### config.mk
export PLATFORM = sky130hd
export DESIGN_NAME = mpu_xfer_engine
export DESIGN_NICKNAME = d
export VERILOG_FILES = /design/src/rtl/mpu_xfer_engine.sv
export SDC_FILE = /design/constraint.sdc
export NUM_CORES = 1
export LEC_CHECK = 0
export BUFFER_PORTS_ARGS = -buffer_cell sky130_fd_sc_hd__buf_2
export CAP_MARGIN = 20
export CORE_UTILIZATION = 48
export CTS_CLUSTER_SIZE = 8
export DETAILED_ROUTE_END_ITERATION = 10
export MAX_ROUTING_LAYER = met4
export PLACE_DENSITY_LB_ADDON = 0.05
export SYNTH_ARGS = -nofsm -noshare
export SYNTH_HDL_FRONTEND = slang
export SYNTH_SLANG_ARGS = --single-unit
### constraint.sdc
create_clock -name clk -period 5.36 [get_ports clk]
set_input_delay 1.34 -clock clk [delete_from_list [all_inputs] [get_ports clk]]
set_output_delay 1.34 -clock clk [all_outputs]
set_load 0.05 [all_outputs]
### src/rtl/mpu_xfer_engine.sv
// Load/store transfer engine between the memory-side matrix element stream
// and the MPU matrix register file. One transfer at a time; the request is
// size/address checked before the register file is touched.
module mpu_xfer_engine #(
    parameter int DATA_W = 32,
    parameter int M_MAX  = 4,
    parameter int N_MAX  = 4,
    parameter int REGS   = 8,
    localparam int AW    = $clog2(REGS),
    localparam int MW    = $clog2(M_MAX + 1),
    localparam int NW    = $clog2(N_MAX + 1)
) (
    input  logic              clk,
    input  logic              rst,
    // load side
    input  logic              load_en,
    input  logic [AW-1:0]     load_addr,
    input  logic [MW-1:0]     load_m,
    input  logic [NW-1:0]     load_n,
    input  logic              load_transpose,
    input  logic              load_valid,
    input  logic [DATA_W-1:0] load_element,
    output logic              load_ack,
    output logic              load_done,
    output logic              load_error,
    output logic              reg_load_en,
    output logic [AW-1:0]     reg_load_addr,
    output logic [MW-1:0]     reg_i_load_loc,
    output logic [NW-1:0]     reg_j_load_loc,
    output logic [DATA_W-1:0] reg_load_element,
    output logic [MW-1:0]     reg_m_load_size,
    output logic [NW-1:0]     reg_n_load_size,
    // store side
    input  logic              store_en,
    input  logic [AW-1:0]     store_addr,
    input  logic [MW-1:0]     store_m,
    input  logic [NW-1:0]     store_n,
    input  logic              store_ready,
    output logic              store_valid,
    output logic [DATA_W-1:0] store_element,
    output logic              store_done,
    output logic              store_error,
    output logic              reg_store_req,
    output logic [AW-1:0]     reg_store_addr,
    output logic [MW-1:0]     reg_i_store_loc,
    output logic [NW-1:0]     reg_j_store_loc,
    input  logic [DATA_W-1:0] reg_store_element
);

    typedef enum logic [2:0] {IDLE, LOAD, ST_RD, ST_WAIT, ST_OUT, DONE} state_t;

    state_t          state, state_d;
    logic [AW-1:0]   addr;
    logic [MW-1:0]   m, i;
    logic [NW-1:0]   n, j;
    logic            tr;
    logic            op_load;   // finished op was a load (selects which request line DONE waits on)

    logic [AW-1:0]   chk_addr;
    logic [MW-1:0]   chk_m;
    logic [NW-1:0]   chk_n;
    logic            chk_ok;
    logic            last;

    // Request check: load has priority over a simultaneous store
    always_comb begin
        chk_addr = load_en ? load_addr : store_addr;
        chk_m    = load_en ? load_m    : store_m;
        chk_n    = load_en ? load_n    : store_n;
        chk_ok   = (chk_m != '0) && (chk_n != '0) &&
                   (chk_m <= MW'(M_MAX)) && (chk_n <= NW'(N_MAX)) &&
                   ({1'b0, chk_addr} < (AW + 1)'(REGS));
        last     = (i == m - MW'(1)) && (j == n - NW'(1));
    end

    // State register
    always_ff @(posedge clk or negedge rst) begin
        if (!rst) state <= IDLE;
        else      state <= state_d;
    end

    // Next state and combinational register-file strobes
    always_comb begin
        state_d          = state;
        load_ack         = 1'b0;
        reg_load_en      = 1'b0;
        reg_load_addr    = '0;
        reg_i_load_loc   = '0;
        reg_j_load_loc   = '0;
        reg_load_element = '0;
        reg_m_load_size  = '0;
        reg_n_load_size  = '0;
        reg_store_req    = 1'b0;
        reg_store_addr   = '0;
        reg_i_store_loc  = '0;
        reg_j_store_loc  = '0;
        case (state)
            IDLE: begin
                if (load_en || store_en)
                    state_d = !chk_ok ? DONE : (load_en ? LOAD : ST_RD);
            end
            LOAD: begin
                load_ack = 1'b1;
                if (load_valid) begin
                    reg_load_en      = 1'b1;
                    reg_load_addr    = addr;
                    reg_load_element = load_element;
                    reg_i_load_loc   = tr ? MW'(j) : i;
                    reg_j_load_loc   = tr ? NW'(i) : j;
                    reg_m_load_size  = tr ? MW'(n) : m;
                    reg_n_load_size  = tr ? NW'(m) : n;
                    if (last) state_d = DONE;
                end
            end
            ST_RD: begin
                reg_store_req   = 1'b1;
                reg_store_addr  = addr;
                reg_i_store_loc = i;
                reg_j_store_loc = j;
                state_d         = ST_WAIT;
            end
            ST_WAIT: state_d = ST_OUT;
            ST_OUT: begin
                if (store_ready) state_d = last ? DONE : ST_RD;
            end
            DONE: begin
                if (op_load ? !load_en : !store_en) state_d = IDLE;
            end
            default: state_d = IDLE;
        endcase
    end

    // Latched request, element counters, output element and status pulses
    always_ff @(posedge clk or negedge rst) begin
        if (!rst) begin
            addr          <= '0;
            m             <= '0;
            n             <= '0;
            i             <= '0;
            j             <= '0;
            tr            <= 1'b0;
            op_load       <= 1'b0;
            load_done     <= 1'b0;
            load_error    <= 1'b0;
            store_done    <= 1'b0;
            store_error   <= 1'b0;
            store_valid   <= 1'b0;
            store_element <= '0;
        end else begin
            load_done   <= 1'b0;
            load_error  <= 1'b0;
            store_done  <= 1'b0;
            store_error <= 1'b0;
            case (state)
                IDLE: begin
                    if (load_en || store_en) begin
                        op_load <= load_en;
                        if (chk_ok) begin
                            addr <= chk_addr;
                            m    <= chk_m;
                            n    <= chk_n;
                            tr   <= load_en && load_transpose;
                            i    <= '0;
                            j    <= '0;
                        end else if (load_en) begin
                            load_error <= 1'b1;
                        end else begin
                            store_error <= 1'b1;
                        end
                    end
                end
                LOAD: begin
                    if (load_valid) begin
                        if (last) begin
                            load_done <= 1'b1;
                        end else if (j == n - NW'(1)) begin
                            j <= '0;
                            i <= i + MW'(1);
                        end else begin
                            j <= j + NW'(1);
                        end
                    end
                end
                ST_WAIT: begin
                    store_element <= reg_store_element;
                    store_valid   <= 1'b1;
                end
                ST_OUT: begin
                    if (store_ready) begin
                        store_valid <= 1'b0;
                        if (last) begin
                            store_done <= 1'b1;
                        end else if (j == n - NW'(1)) begin
                            j <= '0;
                            i <= i + MW'(1);
                        end else begin
                            j <= j + NW'(1);
                        end
                    end
                end
                default: ;
            endcase
        end
    end

endmodule

==> impl_table.tex, run 1 <==
\begin{tabular}{lr}
\hline
Metric & Value \\
\hline
\multicolumn{2}{l}{\textbf{Run status}} \\
Result of the run & completed \\
\multicolumn{2}{l}{\textbf{Power}} \\
Switch share & 53.3\% \\
Switching power total & about 1.6 mW \\
Power share of the combinational group & 59.9\% \\
Pwr per Cell Area & roughly 700 mW/mm\^{}2 \\
Sequential Power Share & $\sim$27\% \\
Internal power & 1.41 mW \\
Power share of the clock group & 12.7\% \\
Leakage power & approximately 2.3 nW \\
Maximum VDD drop & 0.520 mV \\
\multicolumn{2}{l}{\textbf{Synth}} \\
Library cell occupying the most area in the post-synthesis netlist & sky130\_fd\_sc\_hd\_\_dfrtp\_1 \\
Post-Synthesis Cell Area & 0.00318 sq mm \\
Total number of yosys warnings & 0 \\
Number of standard cells after synthesis & 301 \\
Syn nets & 394 \\
Post-synth top area share & 44.9\% \\
Top cells by area, synth & sky130\_fd\_sc\_hd\_\_dfrtp\_1 45\%, sky130\_fd\_sc\_hd\_\_mux2\_2 12\%, sky130\_fd\_sc\_hd\_\_and2\_1 8.9\%, sky130\_fd\_sc\_hd\_\_mux2i\_1 6.9\%, sky130\_fd\_sc\_hd\_\_nor2\_1 3.5\% \\
Count of state elements after synthesis & 57 \\
Post-synth EDFFs & 0 \\
Post-synthesis async set-or-reset flop share & 100\% \\
Sequential area share after synthesis & between 40 and 50\% \\
Most used flip-flop cell after synthesis & sky130\_fd\_sc\_hd\_\_dfrtp\_1 \\
Netlist cell types & 48 \\
Synthesized area divided by synthesized cell count & 10.6 sq um \\
\multicolumn{2}{l}{\textbf{STA}} \\
Clock period minus final worst setup slack & 4.06 ns \\
Final hold violation count & 0 \\
Clock skew & 0.00479 ns \\
Worst Tran Pin Value & $\sim$0.86 ns \\
Final worst setup slack & 1.30 ns \\
Setup repair after global routing missed its margin & no \\
Max-slew headroom at the worst pin & just over 40\% \\
Final cycle utilization of the critical path & between 70\% and 80\% \\
Max Transition Viols Final & 0 \\
Sum of negative setup slack & 0 ns \\
Final setup violation count & 0 \\
Peak clock frequency supported by timing & 246 MHz \\
Worst hold margin & approximately 0.50 ns \\
\multicolumn{2}{l}{\textbf{Critical path}} \\
Family of cells with the greatest summed delay on the critical path & buffers and inverters \\
Stages on worst setup path & 5 \\
Longest individual stage delay on the worst path & approximately 0.62 ns \\
Most common cell on crit path & sky130\_fd\_sc\_hd\_\_buf\_2 \\
Cell chain of the critical path & buf\_2 > nand2\_2 > inv\_1 > and2\_1 > buf\_2 \\
Count of buffering cells on the critical path with inverters included & 3 \\
Worst Path Arrival & 2.72 ns \\
Depth of the worst register-to-register path & 8 \\
Maximum net fanout on the critical path & 37 \\
Path type of the worst setup path & primary input to primary output \\
Slowest stage cell on the critical path & sky130\_fd\_sc\_hd\_\_inv\_1 \\
Critical path capture point type & primary output \\
CP Data Required Time & 4.02 ns \\
Startpoint type of the worst setup path & primary input \\
\multicolumn{2}{l}{\textbf{Worst hold path}} \\
Class of the tightest hold or removal check & flip-flop to flip-flop \\
WHS Path Cells & 1 \\
\multicolumn{2}{l}{\textbf{Route}} \\
Number of optimization iterations in the first detailed-route pass & 5 \\
Detail-routed via count per cell & 5.09 \\
Average routed wire per standard cell & about 13 microns \\
Post-route DRC violation count & 0 \\
Violation count after the first detailed-routing iteration & 89 \\
Aggregate routed wire length & approximately 7500 microns \\
DR vias & 2868 \\
Count of nets left with antenna violations after detail routing & 0 \\
\multicolumn{2}{l}{\textbf{Place}} \\
Input/output buffers & 184 \\
Dpl hpwl & 5700 microns \\
Routability cong. & $\sim$0.78 \\
Worst slack, placed & 1.30 ns \\
\multicolumn{2}{l}{\textbf{Floorplan}} \\
Chip Width & 83.4 microns \\
Die ar. & 0.00695 sq mm \\
Number of standard-cell rows in the floorplan & 29 \\
Placeable Area & 0.00639 sq mm \\
Initial cell density of the core & 49.8\% \\
Top Ports & 185 \\
Die H & 83.4 microns \\
\multicolumn{2}{l}{\textbf{Clock network}} \\
Clock root cell & sky130\_fd\_sc\_hd\_\_clkbuf\_8 \\
CTS Buffer Depth & 2 \\
CTS buffer count & 9 \\
Number of hold-repair buffers added at the cts stage & 0 \\
Clock transition at the registers of the reported paths & 0.06 ns \\
TritonCTS clock tree & built \\
Worst-Skew Late Latency & 0.33 ns \\
CTS H-tree lvls & 3 \\
Sinks on the clock net & 57 \\
Number of buffers added for setup after CTS & 0 \\
Post-CTS Resized & 0 \\
\multicolumn{2}{l}{\textbf{Cells and area}} \\
Synth-to-layout area growth & 35.3\% \\
Layout cell share with drive strength beyond 1 & 49.6\% \\
Commonest non-fill, non-tap cell in the layout & sky130\_fd\_sc\_hd\_\_buf\_2 \\
Number of nets in the layout & approximately 570 \\
Total inserted antenna cells & 0 \\
Fillers & 541 \\
Most frequent cells in the layout & 184 x sky130\_fd\_sc\_hd\_\_buf\_2, 57 x sky130\_fd\_sc\_hd\_\_dfrtp\_1, 45 x sky130\_fd\_sc\_hd\_\_and2\_1 \\
Final Util & slightly below 70\% \\
\multicolumn{2}{l}{\textbf{Global routing}} \\
Antenna violations before repair & 0 \\
Vias in the first global route & between 2000 and 3000 \\
Global Route Usage Sum & 23.7\% \\
Residual overflow from global routing & 0 \\
First-pass GRT wire length & about 13000 microns \\
Largest net degree at the start of global routing & 58 \\
\multicolumn{2}{l}{\textbf{Job}} \\
Number of max-cap violations & 0 \\
\hline
\end{tabular}
[routing by layer]
metal  up-vias  part of all wire (%)  global-route usage [%]  wire [microns]
li1       1412                     -                       -               -
met1      1330                    42                    28.9            3170
met2       118                    51                    38.2            3800
met3         8                   6.4                    5.77             483
met4         0                  0.98                    8.62              74
met5         -                     0                       -               0
[layout make-up]
type	count	area, sq um	share of cell area, %
Clock inverter	3	40.0	0.931
Timing Repair Buffer	186	936	21.8
Clock buffer	13	149	3.46
Multi-Input combinational cell	220	1630	37.9
Tap cell	77	96.3	2.24
Inverter	7	26.3	0.611
Sequential cell	57	1430	33.1
[cells by family (layout without fill, tap and decap cells)]
group	count (synthesis)	count (layout)	synth area share (%)
compound gates	46	46	9.37
buf+inv	24	209	3.90
mux	56	56	19.0
simple gates	108	108	18.8
fa+ha+maj	4	4	1.57
xor+xnor	6	6	2.52
flops	57	57	44.9
[power groups by stage]
stage / sequential [mW] / combinational (mW) / clock [mW]
after floorplan: 1.22 / 1.02 / 0
after global placement: 0.815 / 1.78 / 0
after detailed placement: 0.828 / 1.81 / 0
after CTS: 0.823 / 1.81 / 0.395
after global routing: 0.861 / 1.92 / 0.413
final: 0.823 / 1.81 / 0.384
[worst reg2reg max path: cells and delay by family, from the launching register on]
| kind | cells | cell delay [ns] |
|---|---|---|
| AOI/OAI and AO/OA | 1 | 0.17 |
| muxes | 1 | 0.30 |
| and+or+nand+nor | 5 | 1.00 |
| buffers and inverters | 1 | 0.62 |
| DFF | 1 | 0.58 |
[registers in the layout, summed over array words and instances (netlist names), 3 cells and up]
name,cells
addr,3
i,3
j,3
m,3
n,3
state,3
store_element,32
[Yosys cell counts (all sizes together) (3+ instances only)]
cell	instances
nand2	7
clkbuf	8
o21ai	13
buf	9
inv	7
nor2	30
nor3	7
and2	46
nand3	4
mux2	34
mux2i	22
dfrtp	57
a31oi	3
a21oi	14
xor2	4
ha	4
[path summary, 6_finish.rpt]
| path | from | to | slack, ns |
|---|---|---|---|
| setup / recovery | load_valid | reg_load_addr[2] | 1.30 |
| hold / removal | store_element[9] | store_element[9] | 0.50 |
| setup reg to reg | state[2] | i[0] | 2.59 |
| hold reg to reg | store_element[9] | store_element[9] | 0.50 |
| max in group asynchronous | rst | n[1] | 3.76 |
| min in group asynchronous | rst | store_element[13] | 1.14 |
[per-stage QoR]
stage                     power [mW]  instance area, sq um  cells
after floorplan                 2.24                  3180    301
final                           3.01                  4300    563
after CTS                       3.03                  4300    563
after global placement          2.59                  4110    547
after detailed placement        2.64                  4110    547
after global routing            3.19                  4300    563
Note: power is estimated with default switching activity, not from simulation.
==> run 2: changes to the inputs <==
Settings changed: CORE_UTILIZATION 48 to 44.
Clock period 5.36 ns to 3.8 ns, I/O delays scaled along.
==> run 2 against run 1 <==
  * Clock power up 34%
  * Count of clock-buffer cells in the layout down 1
  * Critical path depth up 2
  * First-iteration DRC count down 13%
  * Power up 40%
  * Worst setup slack worse by 0.77 ns
  * Largest power group unchanged
==> impl_table.tex, run 2 (synthesis gave the netlist of run 1 again) <==
\begin{tabular}{lr}
\hline
Metric & Value \\
\hline
\multicolumn{2}{l}{\textbf{Power}} \\
Switching power total & 2.28 mW \\
Leakage power & between 2 and 2.5 nW \\
Sequential Power Share & 26.4\% \\
Sum of internal, switching and leakage power & 4.23 mW \\
Power share of the clock group & 12.1\% \\
Pwr per Cell Area & between 900 and 1000 mW/mm\^{}2 \\
Internal power & a little under 2 mW \\
Maximum VDD drop & 0.562 mV \\
Switch share & 53.8\% \\
Power share of the combinational group & 61.5\% \\
\multicolumn{2}{l}{\textbf{STA}} \\
Clock skew & around 0.0071 ns \\
Final hold violation count & 0 \\
Sum of negative setup slack & 0 ns \\
Setup repair after global routing missed its margin & no \\
Worst Tran Pin Value & slightly below 1 ns \\
Final cycle utilization of the critical path & 85.9\% \\
Final setup violation count & 0 \\
Max Transition Viols Final & 0 \\
Clock period minus final worst setup slack & 3.27 ns \\
Peak clock frequency supported by timing & 306 MHz \\
Max-slew headroom at the worst pin & 33.7\% \\
\multicolumn{2}{l}{\textbf{Place}} \\
Routability cong. & 0.851 \\
Dpl hpwl & 6030 microns \\
Input/output buffers & 184 \\
\multicolumn{2}{l}{\textbf{Cells and area}} \\
Number of nets in the layout & 578 \\
Layout cell share with drive strength beyond 1 & about half \\
Total inserted antenna cells & 0 \\
Flip-flop count of the largest register after layout & 32 \\
Largest reg by FF count & store\_element \\
Most frequent cells in the layout & 184 x sky130\_fd\_sc\_hd\_\_buf\_2, 57 x sky130\_fd\_sc\_hd\_\_dfrtp\_1, 45 x sky130\_fd\_sc\_hd\_\_and2\_1 \\
Synth-to-layout area growth & 36.8\% \\
Commonest non-fill, non-tap cell in the layout & sky130\_fd\_sc\_hd\_\_buf\_2 \\
\multicolumn{2}{l}{\textbf{Clock network}} \\
Worst-Skew Late Latency & between 0.3 and 0.4 ns \\
CTS buffer count & 9 \\
Sinks on the clock net & 57 \\
Number of buffers added for setup after CTS & 0 \\
Post-CTS Resized & 0 \\
Clock transition at the registers of the reported paths & 0.07 ns \\
Number of hold-repair buffers added at the cts stage & 0 \\
CTS Buffer Depth & 2 \\
Clock root cell & sky130\_fd\_sc\_hd\_\_clkbuf\_8 \\
TritonCTS clock tree & built \\
CTS H-tree lvls & 3 \\
\multicolumn{2}{l}{\textbf{Global routing}} \\
First-pass GRT wire length & 12300 microns \\
Antenna violations before repair & 0 \\
Largest net degree at the start of global routing & 40 \\
Residual overflow from global routing & 0 \\
Vias in the first global route & between 2000 and 3000 \\
Global Route Usage Sum & 21.7\% \\
\multicolumn{2}{l}{\textbf{Critical path}} \\
Longest individual stage delay on the worst path & 0.50 ns \\
Critical path capture point type & primary output \\
Family of cells with the greatest summed delay on the critical path & buffers and inverters \\
Cell chain of the critical path & nor2\_1 > and2\_1 > nand2\_2 > inv\_1 > buf\_4 > and2\_1 > buf\_2 \\
Slowest stage cell on the critical path & sky130\_fd\_sc\_hd\_\_dfrtp\_1 \\
Startpoint type of the worst setup path & flip-flop \\
CP Data Required Time & 2.85 ns \\
Worst Path Arrival & 2.32 ns \\
Stages on worst setup path & 7 \\
Depth of the worst register-to-register path & 7 \\
Count of buffering cells on the critical path with inverters included & 3 \\
Maximum net fanout on the critical path & 26 \\
Path type of the worst setup path & flip-flop to primary output \\
Most common cell on crit path & sky130\_fd\_sc\_hd\_\_and2\_1 \\
\multicolumn{2}{l}{\textbf{Floorplan}} \\
Number of standard-cell rows in the floorplan & 30 \\
Die H & just under 90 microns \\
Placeable Area & 0.00687 sq mm \\
Chip Width & 87.0 microns \\
Initial cell density of the core & between 40\% and 50\% \\
Top Ports & 185 \\
Die ar. & 0.00757 sq mm \\
\multicolumn{2}{l}{\textbf{Route}} \\
Post-route DRC violation count & 0 \\
Average routed wire per standard cell & 13.3 microns \\
Number of optimization iterations in the first detailed-route pass & 4 \\
Count of nets left with antenna violations after detail routing & 0 \\
Violation count after the first detailed-routing iteration & 77 \\
Detail-routed via count per cell & 4.90 \\
DR vias & 2873 \\
Aggregate routed wire length & 7790 microns \\
\multicolumn{2}{l}{\textbf{Job}} \\
Number of max-cap violations & 0 \\
\multicolumn{2}{l}{\textbf{Worst hold path}} \\
Class of the tightest hold or removal check & flip-flop to flip-flop \\
WHS Path Cells & 2 \\
\multicolumn{2}{l}{\textbf{Run status}} \\
Result of the run & completed \\
\hline
\end{tabular}
==> run 2: cell types whose count changed in the layout (fill, tap and decap cells not counted), sizes merged <==
cell,previous run,this run
buf,186,190
clkinvlp,0,3
clkbuf,13,12
bufinv,1,0
clkinv,2,1
==> run 2: power groups by stage <==
stage	logic [mW]	clock network (mW)	registers [mW]
5_1_grt	2.77	0.559	1.16
6_report	2.60	0.513	1.12
2_1_floorplan	1.44	0	1.72
3_3_place_gp	2.58	0	1.11
3_5_place_dp	2.62	0	1.13
4_1_cts	2.62	0.531	1.12
==> run 2: final cells by class <==
cell class | count | area (sq um)
Tap cell | 96 | 120
Timing Repair Buffer | 190 | 966
Multi-Input combinational cell | 220 | 1630
Inverter | 7 | 26.3
Clock buffer | 12 | 155
Fill cell | 622 | 2520
Clock inverter | 4 | 27.5
Sequential cell | 57 | 1430
==> run 2: path summary, 6_finish.rpt <==
path                                        end     start  slack (ns)
max                        reg_load_element[12]  state[1]        0.53
min                                     op_load   op_load        0.49
max reg2reg                                i[0]  state[0]        1.56
min reg2reg                             op_load   op_load        0.49
max in group asynchronous            load_error       rst        2.40
min in group asynchronous      store_element[7]       rst        0.55
==> run 2: metal layers <==
layer | part of all wire [%] | vias to the layer above | track usage (%)
met4 | 0.82 | 0 | 7.73
li1 | - | 1420 | -
met1 | 44 | 1336 | 26.1
met3 | 6.5 | 8 | 5.31
met2 | 49 | 109 | 35.5
met5 | 0 | - | -
==> run 2: tightest hold or removal path, stage by stage (launching register included) <==
cell                      delay (ns)
sky130_fd_sc_hd__dfrtp_1        0.35
sky130_fd_sc_hd__nand2_1        0.05
sky130_fd_sc_hd__nand2_1        0.06
==> run 2: per-stage QoR <==
step	hold WS [ns]	utilization (%)	setup slack [ns]	cell area (sq um)	std cells
after floorplan	0.455	-	0.231	3180	301
after global placement	0.469	60.7	0.755	4170	570
after detailed placement	0.484	60.7	0.659	4170	570
after CTS	0.496	63.3	0.481	4350	586
after global routing	0.517	63.3	0.343	4350	586
final	0.493	63.3	0.534	4350	586
==> run 3: changes to the inputs <==
Settings changed: RECOVER_POWER from default to 25.
==> run 3 against run 2 <==
  * Count of clock-buffer cells in the layout stayed put
  * Via count about the same
  * Sequential cell count unchanged
  * Fmax about the same
  * Cell count unchanged
  * Highest routed layer unchanged
==> impl_table.tex, run 3 (synthesis gave the netlist of run 1 again) <==
\begin{tabular}{lr}
\hline
Metric & Value \\
\hline
\multicolumn{2}{l}{\textbf{Run status}} \\
Result of the run & completed \\
\multicolumn{2}{l}{\textbf{Place}} \\
Routability cong. & 0.851 \\
Dpl hpwl & 6030 microns \\
Worst slack, placed & 0.659 ns \\
Instance count after placement with tap cells included & 570 \\
Input/output buffers & 184 \\
\multicolumn{2}{l}{\textbf{STA}} \\
Clock period minus final worst setup slack & 3.27 ns \\
Final setup violation count & 0 \\
Clock skew & roughly 0.0074 ns \\
Max-slew headroom at the worst pin & roughly a third \\
Final hold violation count & 0 \\
Worst Tran Pin Value & 0.971 ns \\
Final cycle utilization of the critical path & 85.9\% \\
Final worst setup slack & 0.535 ns \\
Sum of negative setup slack & 0 ns \\
Max Transition Viols Final & 0 \\
Setup repair after global routing missed its margin & no \\
Worst hold margin & 0.493 ns \\
Peak clock frequency supported by timing & a little over 300 MHz \\
\multicolumn{2}{l}{\textbf{Critical path}} \\
Path type of the worst setup path & flip-flop to primary output \\
RR Endpoint & i[0] \\
R2R Setup Slk & 1.56 ns \\
Depth of the worst register-to-register path & 7 \\
R2R Path Start & state[0] \\
Worst Path Arrival & 2.32 ns \\
CP Data Required Time & $\sim$2.9 ns \\
Maximum net fanout on the critical path & 26 \\
Startpoint type of the worst setup path & flip-flop \\
Critical path capture point type & primary output \\
\multicolumn{2}{l}{\textbf{Clock network}} \\
Clock root cell & sky130\_fd\_sc\_hd\_\_clkbuf\_8 \\
Number of buffers added for setup after CTS & 0 \\
CTS buffer count & 9 \\
CTS Buffer Depth & 2 \\
Post-CTS Resized & 0 \\
Number of hold-repair buffers added at the cts stage & 0 \\
Worst-Skew Late Latency & about 0.33 ns \\
Sinks on the clock net & 57 \\
CTS H-tree lvls & 3 \\
Clock transition at the registers of the reported paths & 0.07 ns \\
TritonCTS clock tree & built \\
\multicolumn{2}{l}{\textbf{Route}} \\
Post-route DRC violation count & 0 \\
Number of optimization iterations in the first detailed-route pass & 4 \\
Detail-routed via count per cell & between 4 and 5 \\
DR vias & 2875 \\
Average routed wire per standard cell & 13.3 microns \\
Violation count after the first detailed-routing iteration & 75 \\
Count of nets left with antenna violations after detail routing & 0 \\
Aggregate routed wire length & 7780 microns \\
\multicolumn{2}{l}{\textbf{Cells and area}} \\
Count of non-filler cells in the finished layout & about 590 \\
Number of nets in the layout & 578 \\
Synth-to-layout area growth & 36.7\% \\
Most frequent cells in the layout & 183 x sky130\_fd\_sc\_hd\_\_buf\_2, 57 x sky130\_fd\_sc\_hd\_\_dfrtp\_1, 45 x sky130\_fd\_sc\_hd\_\_and2\_1 \\
Largest reg by FF count & store\_element \\
Commonest non-fill, non-tap cell in the layout & sky130\_fd\_sc\_hd\_\_buf\_2 \\
Total inserted antenna cells & 0 \\
Fillers & 623 \\
Flip-flop count of the largest register after layout & 32 \\
Layout cell share with drive strength beyond 1 & 50.2\% \\
\multicolumn{2}{l}{\textbf{Floorplan}} \\
Die H & 87.0 microns \\
Placeable Area & a little under 0.007 sq mm \\
Chip Width & 87.0 microns \\
Number of standard-cell rows in the floorplan & 30 \\
Top Ports & 185 \\
Initial cell density of the core & 46.3\% \\
Die ar. & 0.00757 sq mm \\
\multicolumn{2}{l}{\textbf{Worst hold path}} \\
WHS Path Cells & 2 \\
Class of the tightest hold or removal check & flip-flop to flip-flop \\
Hold worst-path end & op\_load \\
Hold Crit Start & op\_load \\
\multicolumn{2}{l}{\textbf{Power}} \\
Maximum VDD drop & between 0.5 and 0.6 mV \\
Pwr per Cell Area & 973 mW/mm\^{}2 \\
Leakage power & $\sim$2.3 nW \\
\multicolumn{2}{l}{\textbf{Global routing}} \\
First-pass GRT wire length & 12300 microns \\
Residual overflow from global routing & 0 \\
Vias in the first global route & 2684 \\
Global Route Usage Sum & 21.7\% \\
Largest net degree at the start of global routing & 40 \\
Antenna violations before repair & 0 \\
\multicolumn{2}{l}{\textbf{Job}} \\
Number of max-cap violations & 0 \\
\hline
\end{tabular}
run 3: layout make-up:
cell class | instances | area (sq um) | share of cell area, %
multi-input cells | 220 | 1630 | 37.5
flip-flops and latches | 57 | 1430 | 32.8
repair buffers | 190 | 962 | 22.1
clock buffers | 12 | 155 | 3.57
well taps | 96 | 120 | 2.76
clock inverters | 4 | 27.5 | 0.633
inverters | 7 | 26.3 | 0.604
run 3: power breakdown:
| group | leakage, nW | switching [mW] | internal [mW] |
|---|---|---|---|
| Sequential | 0.684 | 0.225 | 0.892 |
| Clock | 0.0846 | 0.242 | 0.271 |
| Combinational | 1.53 | 1.81 | 0.793 |
run 3: critical path: stages (launching register included):
cell and delay, ns:
sky130_fd_sc_hd__dfrtp_1 0.50, sky130_fd_sc_hd__nor2_1 0.17, sky130_fd_sc_hd__and2_1 0.18, sky130_fd_sc_hd__nand2_2 0.18, sky130_fd_sc_hd__inv_1 0.27, sky130_fd_sc_hd__buf_4 0.27, sky130_fd_sc_hd__and2_1 0.15, sky130_fd_sc_hd__buf_2 0.26
run 3: how the worst max path moves through the flow:
stage	start	endpoint	cells past startpoint
2_1_floorplan	state[2]	reg_i_store_loc[0]	4
3_3_place_gp	load_valid	reg_load_element[1]	6
3_5_place_dp	load_valid	reg_load_element[12]	6
4_1_cts	state[1]	reg_load_element[12]	7
5_1_grt	state[1]	reg_load_element[10]	7
6_report	state[1]	reg_load_element[12]	7
run 3: per-stage QoR:
stage | utilization (%) | cell area [sq um] | total power [mW]
after floorplan | - | 3180 | 3.16
after global placement | 60.7 | 4170 | 3.69
after detailed placement | 60.7 | 4170 | 3.75
after CTS | 63.3 | 4350 | 4.27
after global routing | 63.3 | 4350 | 4.49
final | 63.3 | 4350 | 4.23
run 3: per-layer routing:
metal	wire (microns)	vias to the layer above	track usage [%]	share of wire (%)
li1	-	1420	-	-
met1	3390	1337	26.1	44
met2	3840	112	35.5	49
met3	499	6	5.31	6.4
met4	55	0	7.73	0.71
met5	0	-	-	0
